$ cat src/rtl/alu_param_if.sv
// ALU front-panel bus: operand loads, launch handshake,
// LED mirrors, flags and the multiplexed 7-segment display.
interface alu_param_if #(
  parameter int WIDTH = 8
);
  logic [3:0]       select;
  logic [WIDTH-1:0] numbers;
  logic             load_a;
  logic             load_b;
  logic             start;
  logic             busy;
  logic             done;
  logic [WIDTH-1:0] ledA;
  logic [WIDTH-1:0] ledB;
  logic [WIDTH-1:0] ledY;
  logic             flag_c;
  logic             flag_z;
  logic             flag_v;
  logic [6:0]       display_segs;
  logic [3:0]       display_anodes;

  modport master (
    output select, numbers, load_a, load_b, start,
    input  busy, done, ledA, ledB, ledY,
    input  flag_c, flag_z, flag_v,
    input  display_segs, display_anodes
  );

  modport slave (
    input  select, numbers, load_a, load_b, start,
    output busy, done, ledA, ledB, ledY,
    output flag_c, flag_z, flag_v,
    output display_segs, display_anodes
  );
endinterface

$ cat src/rtl/alu_param.sv
// Parameterised ALU with bit-serial shifter, status flags
// and a scanned 4-digit 7-segment status display.
module alu_param #(
  parameter int WIDTH       = 8,
  parameter int REFRESH_DIV = 50000
) (
  input  logic       clk,
  input  logic       reset,
  alu_param_if.slave bus
);
  localparam int LW = $clog2(WIDTH);
  localparam int M  = WIDTH - 1;
  localparam logic [31:0] DIV_MAX = 32'(REFRESH_DIV - 1);

  typedef enum logic [1:0] {
    IDLE, EXEC, SHIFT, DONE
  } state_t;

  state_t           r_state;
  state_t           w_next;
  logic [WIDTH-1:0] r_a, r_b, r_y;
  logic             r_c, r_z, r_v;
  logic [3:0]       r_op;
  logic [LW-1:0]    r_cnt;
  logic [31:0]      r_div;
  logic [1:0]       r_dig;

  logic             w_is_shift;
  logic [WIDTH:0]   w_sum;
  logic [WIDTH-1:0] w_diff;
  logic [WIDTH-1:0] w_res;
  logic             w_c, w_v;
  logic [WIDTH-1:0] w_sh;
  logic             w_sc;
  logic [3:0]       w_digit;

  assign w_is_shift = (bus.select == 4'b0010) ||
                      (bus.select == 4'b0011) ||
                      (bus.select == 4'b1111);

  always_ff @(posedge clk or negedge reset) begin
    if (!reset) r_state <= IDLE;
    else        r_state <= w_next;
  end

  always_comb begin
    w_next = r_state;
    unique case (r_state)
      IDLE:    if (bus.start) w_next = w_is_shift ? SHIFT : EXEC;
      EXEC:    w_next = DONE;
      SHIFT:   if (r_cnt == '0) w_next = DONE;
      DONE:    w_next = IDLE;
      default: w_next = IDLE;
    endcase
  end

  always_comb begin
    w_sum  = {1'b0, r_a} + {1'b0, r_b};
    w_diff = r_a - r_b;
    w_res  = r_y;
    w_c    = 1'b0;
    w_v    = 1'b0;
    case (r_op)
      4'b0000: begin
        w_res = w_sum[M:0];
        w_c   = w_sum[WIDTH];
        w_v   = (r_a[M] == r_b[M]) && (w_sum[M] != r_a[M]);
      end
      4'b0001: begin
        w_res = w_diff;
        w_c   = r_a < r_b;
        w_v   = (r_a[M] != r_b[M]) && (w_diff[M] != r_a[M]);
      end
      4'b0100: w_res = {WIDTH{r_a == r_b}};
      4'b0101: w_res = r_a & r_b;
      4'b0110: w_res = r_a | r_b;
      4'b0111: w_res = r_a ^ r_b;
      4'b1000: w_res = ~(r_a & r_b);
      4'b1001: w_res = ~(r_a | r_b);
      4'b1010: w_res = ~(r_a ^ r_b);
      4'b1011: w_res = ~r_a;
      4'b1100: w_res = -r_a;
      4'b1101: w_res = r_a;
      default: w_res = r_y;
    endcase
  end

  // one bit per SHIFT cycle; rotate never reports a carry
  always_comb begin
    w_sh = r_y;
    w_sc = 1'b0;
    case (r_op)
      4'b0010: begin
        w_sh = {r_y[M-1:0], 1'b0};
        w_sc = r_y[M];
      end
      4'b0011: begin
        w_sh = {1'b0, r_y[M:1]};
        w_sc = r_y[0];
      end
      4'b1111: w_sh = {r_y[M-1:0], r_y[M]};
      default: ;
    endcase
  end

  always_ff @(posedge clk or negedge reset) begin
    if (!reset) begin
      r_a   <= '0;
      r_b   <= '0;
      r_y   <= '0;
      r_c   <= 1'b0;
      r_z   <= 1'b0;
      r_v   <= 1'b0;
      r_op  <= '0;
      r_cnt <= '0;
    end else begin
      unique case (r_state)
        IDLE: begin
          if (bus.start) begin
            r_op <= bus.select;
            if (w_is_shift) begin
              r_y   <= r_a;
              r_cnt <= r_b[LW-1:0];
              r_c   <= 1'b0;
              r_v   <= 1'b0;
              r_z   <= (r_a == '0);
            end
          end else begin
            if (bus.load_a) r_a <= bus.numbers;
            if (bus.load_b) r_b <= bus.numbers;
          end
        end
        EXEC: begin
          if (r_op == 4'b1110) begin
            r_a <= r_b;
            r_b <= r_a;
          end else begin
            r_y <= w_res;
            r_c <= w_c;
            r_v <= w_v;
            r_z <= (w_res == '0);
          end
        end
        SHIFT: begin
          if (r_cnt != '0) begin
            r_y   <= w_sh;
            r_c   <= w_sc;
            r_z   <= (w_sh == '0);
            r_cnt <= r_cnt - LW'(1);
          end
        end
        default: ;
      endcase
    end
  end

  always_ff @(posedge clk or negedge reset) begin
    if (!reset) begin
      r_div <= '0;
      r_dig <= '0;
    end else if (r_div == DIV_MAX) begin
      r_div <= '0;
      r_dig <= r_dig + 2'd1;
    end else begin
      r_div <= r_div + 32'd1;
    end
  end

  function automatic logic [6:0] seg7(input logic [3:0] d);
    logic [6:0] s;
    case (d)
      4'h0: s = 7'b1111110;
      4'h1: s = 7'b0110000;
      4'h2: s = 7'b1101101;
      4'h3: s = 7'b1111001;
      4'h4: s = 7'b0110011;
      4'h5: s = 7'b1011011;
      4'h6: s = 7'b1011111;
      4'h7: s = 7'b1110000;
      4'h8: s = 7'b1111111;
      4'h9: s = 7'b1111011;
      4'hA: s = 7'b1110111;
      4'hB: s = 7'b0011111;
      4'hC: s = 7'b1001110;
      4'hD: s = 7'b0111101;
      4'hE: s = 7'b1001111;
      default: s = 7'b1000111;
    endcase
    return s;
  endfunction

  always_comb begin
    w_digit = bus.select;
    unique case (r_dig)
      2'd0:    w_digit = bus.select;
      2'd1:    w_digit = {1'b0, r_v, r_c, r_z};
      2'd2:    w_digit = r_y[3:0];
      default: w_digit = r_y[7:4];
    endcase
  end

  assign bus.display_anodes = ~(4'b0001 << r_dig);
  assign bus.display_segs   = seg7(w_digit);

  assign bus.busy   = (r_state == EXEC) || (r_state == SHIFT);
  assign bus.done   = (r_state == DONE);
  assign bus.ledA   = r_a;
  assign bus.ledB   = r_b;
  assign bus.ledY   = r_y;
  assign bus.flag_c = r_c;
  assign bus.flag_z = r_z;
  assign bus.flag_v = r_v;
endmodule

$ cat src/flat_wrapper.sv
// flat-port wrapper written by rule: the top's interface ports become plain ports
module alu_param_flat 
#(
  parameter int WIDTH       = 8,
  parameter int REFRESH_DIV = 50000
)
  (clk, reset, bus_select, bus_numbers, bus_load_a, bus_load_b, bus_start, bus_busy, bus_done, bus_ledA, bus_ledB, bus_ledY, bus_flag_c, bus_flag_z, bus_flag_v, bus_display_segs, bus_display_anodes);
  alu_param_if #(.WIDTH(WIDTH)) bus_i ();
  input  logic clk;
  input  logic reset;
  input wire logic [$bits(bus_i.select)-1:0] bus_select;
  input wire logic [$bits(bus_i.numbers)-1:0] bus_numbers;
  input wire logic [$bits(bus_i.load_a)-1:0] bus_load_a;
  input wire logic [$bits(bus_i.load_b)-1:0] bus_load_b;
  input wire logic [$bits(bus_i.start)-1:0] bus_start;
  output wire logic [$bits(bus_i.busy)-1:0] bus_busy;
  output wire logic [$bits(bus_i.done)-1:0] bus_done;
  output wire logic [$bits(bus_i.ledA)-1:0] bus_ledA;
  output wire logic [$bits(bus_i.ledB)-1:0] bus_ledB;
  output wire logic [$bits(bus_i.ledY)-1:0] bus_ledY;
  output wire logic [$bits(bus_i.flag_c)-1:0] bus_flag_c;
  output wire logic [$bits(bus_i.flag_z)-1:0] bus_flag_z;
  output wire logic [$bits(bus_i.flag_v)-1:0] bus_flag_v;
  output wire logic [$bits(bus_i.display_segs)-1:0] bus_display_segs;
  output wire logic [$bits(bus_i.display_anodes)-1:0] bus_display_anodes;
  assign bus_i.select = bus_select;
  assign bus_i.numbers = bus_numbers;
  assign bus_i.load_a = bus_load_a;
  assign bus_i.load_b = bus_load_b;
  assign bus_i.start = bus_start;
  assign bus_busy = bus_i.busy;
  assign bus_done = bus_i.done;
  assign bus_ledA = bus_i.ledA;
  assign bus_ledB = bus_i.ledB;
  assign bus_ledY = bus_i.ledY;
  assign bus_flag_c = bus_i.flag_c;
  assign bus_flag_z = bus_i.flag_z;
  assign bus_flag_v = bus_i.flag_v;
  assign bus_display_segs = bus_i.display_segs;
  assign bus_display_anodes = bus_i.display_anodes;
  alu_param #(.WIDTH(WIDTH), .REFRESH_DIV(REFRESH_DIV)) u_core (.clk(clk), .reset(reset), .bus(bus_i));
endmodule
$ cat config.mk
export PLATFORM = sky130hd
export DESIGN_NAME = alu_param_flat
export DESIGN_NICKNAME = d
export VERILOG_FILES = /design/src/rtl/alu_param_if.sv /design/src/rtl/alu_param.sv /design/src/flat_wrapper.sv
export SDC_FILE = /design/constraint.sdc
export NUM_CORES = 1
export LEC_CHECK = 0
export ABC_AREA = 1
export CAP_MARGIN = 20
export CORE_ASPECT_RATIO = 0.6
export CORE_MARGIN = 5
export CORE_UTILIZATION = 30
export DETAILED_ROUTE_END_ITERATION = 10
export GPL_ROUTABILITY_DRIVEN = 0
export PLACE_DENSITY = 0.52
export SETUP_SLACK_MARGIN = 0.3
export SLEW_MARGIN = 0
export SYNTH_ARGS = -nofsm -noshare
export SYNTH_HDL_FRONTEND = slang
export SYNTH_SLANG_ARGS = --single-unit
$ cat constraint.sdc
create_clock -name clk -period 2.6 [get_ports clk]
set_input_delay 0.65 -clock clk [delete_from_list [all_inputs] [get_ports clk]]
set_output_delay 0.65 -clock clk [all_outputs]
set_load 0.1 [all_outputs]
==> impl_metrics.toml <==
[status]
outcome = "finished, violations left"
violations = "setup timing"

[route]
vias_per_cell = 5.14
num_vias = 7395
drc = 0
wire_per_inst_um = 17.2
drtAntennaViolNets = 0
routed_wl_mm = 24.7
drt_iter0_drc = 802
drtPass1Iterations = 6

[pwr]
cellPowerDensity_nw_per_um2 = 1380
power_mw = 12.6
p_leak_nw = 4.28
ir_drop_v = 0.000637

[clock_tree]
cts_root_buf = "clkbuf_16"
cts_made_buffers = 9
htree_num_levels = 3
cts.sinks = 70
cts_tree = "built"
insertion_delay_ns = 0.35
clk_path_buf_depth = 2
clk_pin_slew_ns = 0.06

[synth]
synth_ff_type = "dfrtp_1"
syn_area_per_cell_um2 = 6.38
yosysSeqAreaShare_pct = 27.8
syn_nets = 1051
synth_edf_count = 0
yosysUniqueCellTypes = 39
async_reset_ff_share_pct = 100
synth_area_um2 = 6300
syn_inst = 987
ys_seq_elements = 70
ys_warn_count = 0

[layout]
layout_commonest_cell = "nand2_1"
n_fill_cell = 2149
final_area_um2 = 9110
area_growth_pct = 44.6
diodes = 0
final_cell_mix = "nand2_1 (249), buf_4 (135), inv_1 (111), nor2_1 (94), o21ai_0 (80)"
drive_above_1_share_pct = 29.0
nNetsFinal = 1220

[critical_path]
reg2reg_depth = 18
slowest_delay_ns = 0.42
required_ns = 1.95
crit_buf_inv = 5
worst-r2r-setup-slack_ns = 0.22
r2r-start = "u_core.bus.ledB[1]$_DFFE_PN0P_"
arrival_ns = 2.42
cp-start-kind = "flop"
r2r_end = "u_core.bus.flag_z$_DFFE_PN0P_"
endpoint_kind = "output port"
critPathMaxFanout = 4
path_cells = "inv_2, ha_4, clkinvlp_4, o21ai_2, o22ai_4, ha_2, inv_2, o21ai_1, buf_4, o22ai_4, buf_12"
cp_slowest_cell = "dfrtp_1"
path_class = "reg -> out"
path_delay_family = "buffers and inverters"

[floorplan]
rows = 41
io_pins = 57
die_h_um = 122
design.core.area_um2 = 20800
die-area_um2 = 24100
initial_core_util_pct = 30.2
dieWidth_um = 197

[sta]
report.final.setup_viol = 7
setup_tns_ns = -3.02
timing.final.ws_setup_ns = -0.473
fin_crit_ns = 3.07
max_slew_margin_pct = 64.2
timing.fmax_mhz = 325
finalCritPeriodShare_pct = 118
worst_slew_pin_slew_ns = 0.533
finalHoldViolCount = 0
fin_worst_skew_ns = 0.00773
slew_violations = 0
grt_setup_unrepaired = "yes"

[global_routing]
grt_pass1_vias = 6538
grt_max_degree = 38
grt.total_usage_pct = 20.1
gr-total-overflow = 0
grt_pass1_wl_mm = 37.9
antenna_found_initial = 0

[job]
drv_cap = 0

[placed_design]
placed_area_um2 = 8170
portBuffers = 56
hpwlAfterDp_mm = 19.5

[min_path]
hold_class = "in -> async"
metrics by stage:
step | worst slack (ns) | hold WS (ns) | std cells | util [%]
5_1_grt | -0.613 | 0.305 | 1440 | 43.7
3_5_place_dp | -0.452 | 0.462 | 1407 | 39.2
2_1_floorplan | -0.712 | 0.354 | 987 | -
4_1_cts | -0.449 | 0.281 | 1430 | 41.6
3_3_place_gp | -0.459 | 0.461 | 1407 | 39.2
6_report | -0.473 | 0.275 | 1440 | 43.7
routing by layer:
metal / vias up / part of all wire (%) / GRT usage (%)
met2: 354 / 37 / 25.5
met4: 0 / 0.74 / 2.42
met3: 26 / 9.8 / 5.98
met5: - / 0 / 0
li1: 3569 / - / -
met1: 3446 / 52 / 33.3
final cells by class:
type	instances	area [um2]	share of cell area, %
sequential	70	1810	19.9
clock inverter	7	62.6	0.687
inverter	145	569	6.25
multi-input combinational	758	4560	50.0
tap	279	349	3.83
timing repair buffer	172	1540	16.9
clock buffer	9	225	2.47
cell usage after synthesis, types with 3 or more instances:
| master | n | share of area, % |
|---|---|---|
| ha_1 | 45 | 8.9 |
| or2_2 | 3 | 0.30 |
| nor4_1 | 13 | 1.3 |
| nor3_1 | 19 | 1.5 |
| nand4_1 | 20 | 2.0 |
| clkbuf_1 | 6 | 0.36 |
| a31oi_1 | 4 | 0.40 |
| o22ai_1 | 8 | 0.79 |
| dfrtp_1 | 70 | 28 |
| o21ai_0 | 96 | 7.6 |
| a21oi_1 | 42 | 3.3 |
| nor2_2 | 9 | 0.89 |
| buf_2 | 7 | 0.56 |
| nand2_1 | 267 | 16 |
| o21bai_1 | 3 | 0.36 |
| nor2_1 | 110 | 6.6 |
| inv_1 | 140 | 8.3 |
| inv_2 | 5 | 0.30 |
| nand3_1 | 70 | 5.6 |
| nand3b_1 | 3 | 0.36 |
| o211ai_1 | 5 | 0.60 |
| o221ai_1 | 3 | 0.42 |
| xor2_1 | 20 | 2.8 |
logic make-up after synthesis:
kind of cell             count (synthesis)  share of synthesized area [%]
AND/OR/NAND/NOR                        519                           35.3
AO/OA/AOI/OAI                          172                           14.9
buffers and inverters                  159                           9.67
flip-flops                              70                           27.8
adder cells (fa/ha/maj)                 47                           9.57
XOR/XNOR                                20                           2.78
how the worst max path moves through the flow:
stage | startpoint | end | slack, ns | depth (start not counted)
CTS | u_core.r_dig[1]$_DFFE_PN0N_ | bus_display_segs[6] | -0.45 | 12
global placement | bus_select[1] | bus_display_segs[0] | -0.46 | 12
global route | u_core.r_dig[0]$_DFFE_PN0N_ | bus_display_segs[6] | -0.61 | 11
detailed placement | bus_select[1] | bus_display_segs[0] | -0.45 | 12
floorplan | u_core.r_dig[0]$_DFFE_PN0N_ | bus_display_segs[3] | -0.71 | 11
finish | u_core.r_dig[0]$_DFFE_PN0N_ | bus_display_segs[6] | -0.47 | 11
state kept, by name, summed over array words and instances, names as in the netlist:
| register | count |
|---|---|
| u_core.bus.ledA | 8 |
| u_core.r_op | 4 |
| u_core.bus.ledB | 8 |
| u_core.r_div | 32 |
| u_core.r_dig | 2 |
| u_core.r_cnt | 3 |
| u_core.bus.flag_v | 1 |
| u_core.r_state | 2 |
| u_core.bus.flag_z | 1 |
| u_core.bus.flag_c | 1 |
| u_core.bus.ledY | 8 |
power breakdown:
part	internal (mW)	switching, mW	leakage (nW)
Combinational	3.16	6.47	3.25
Clock	0.667	0.560	0.139
Sequential	1.44	0.307	0.890
Total	5.26	7.33	4.28
timing repair:
item	CTS	global route
resized for setup	47	91
pin swaps	9	29
endpoints found under the setup margin	18	20
setup buffers	7	10
hold buffers	0	0
Note: power is estimated with default switching activity, not from simulation.
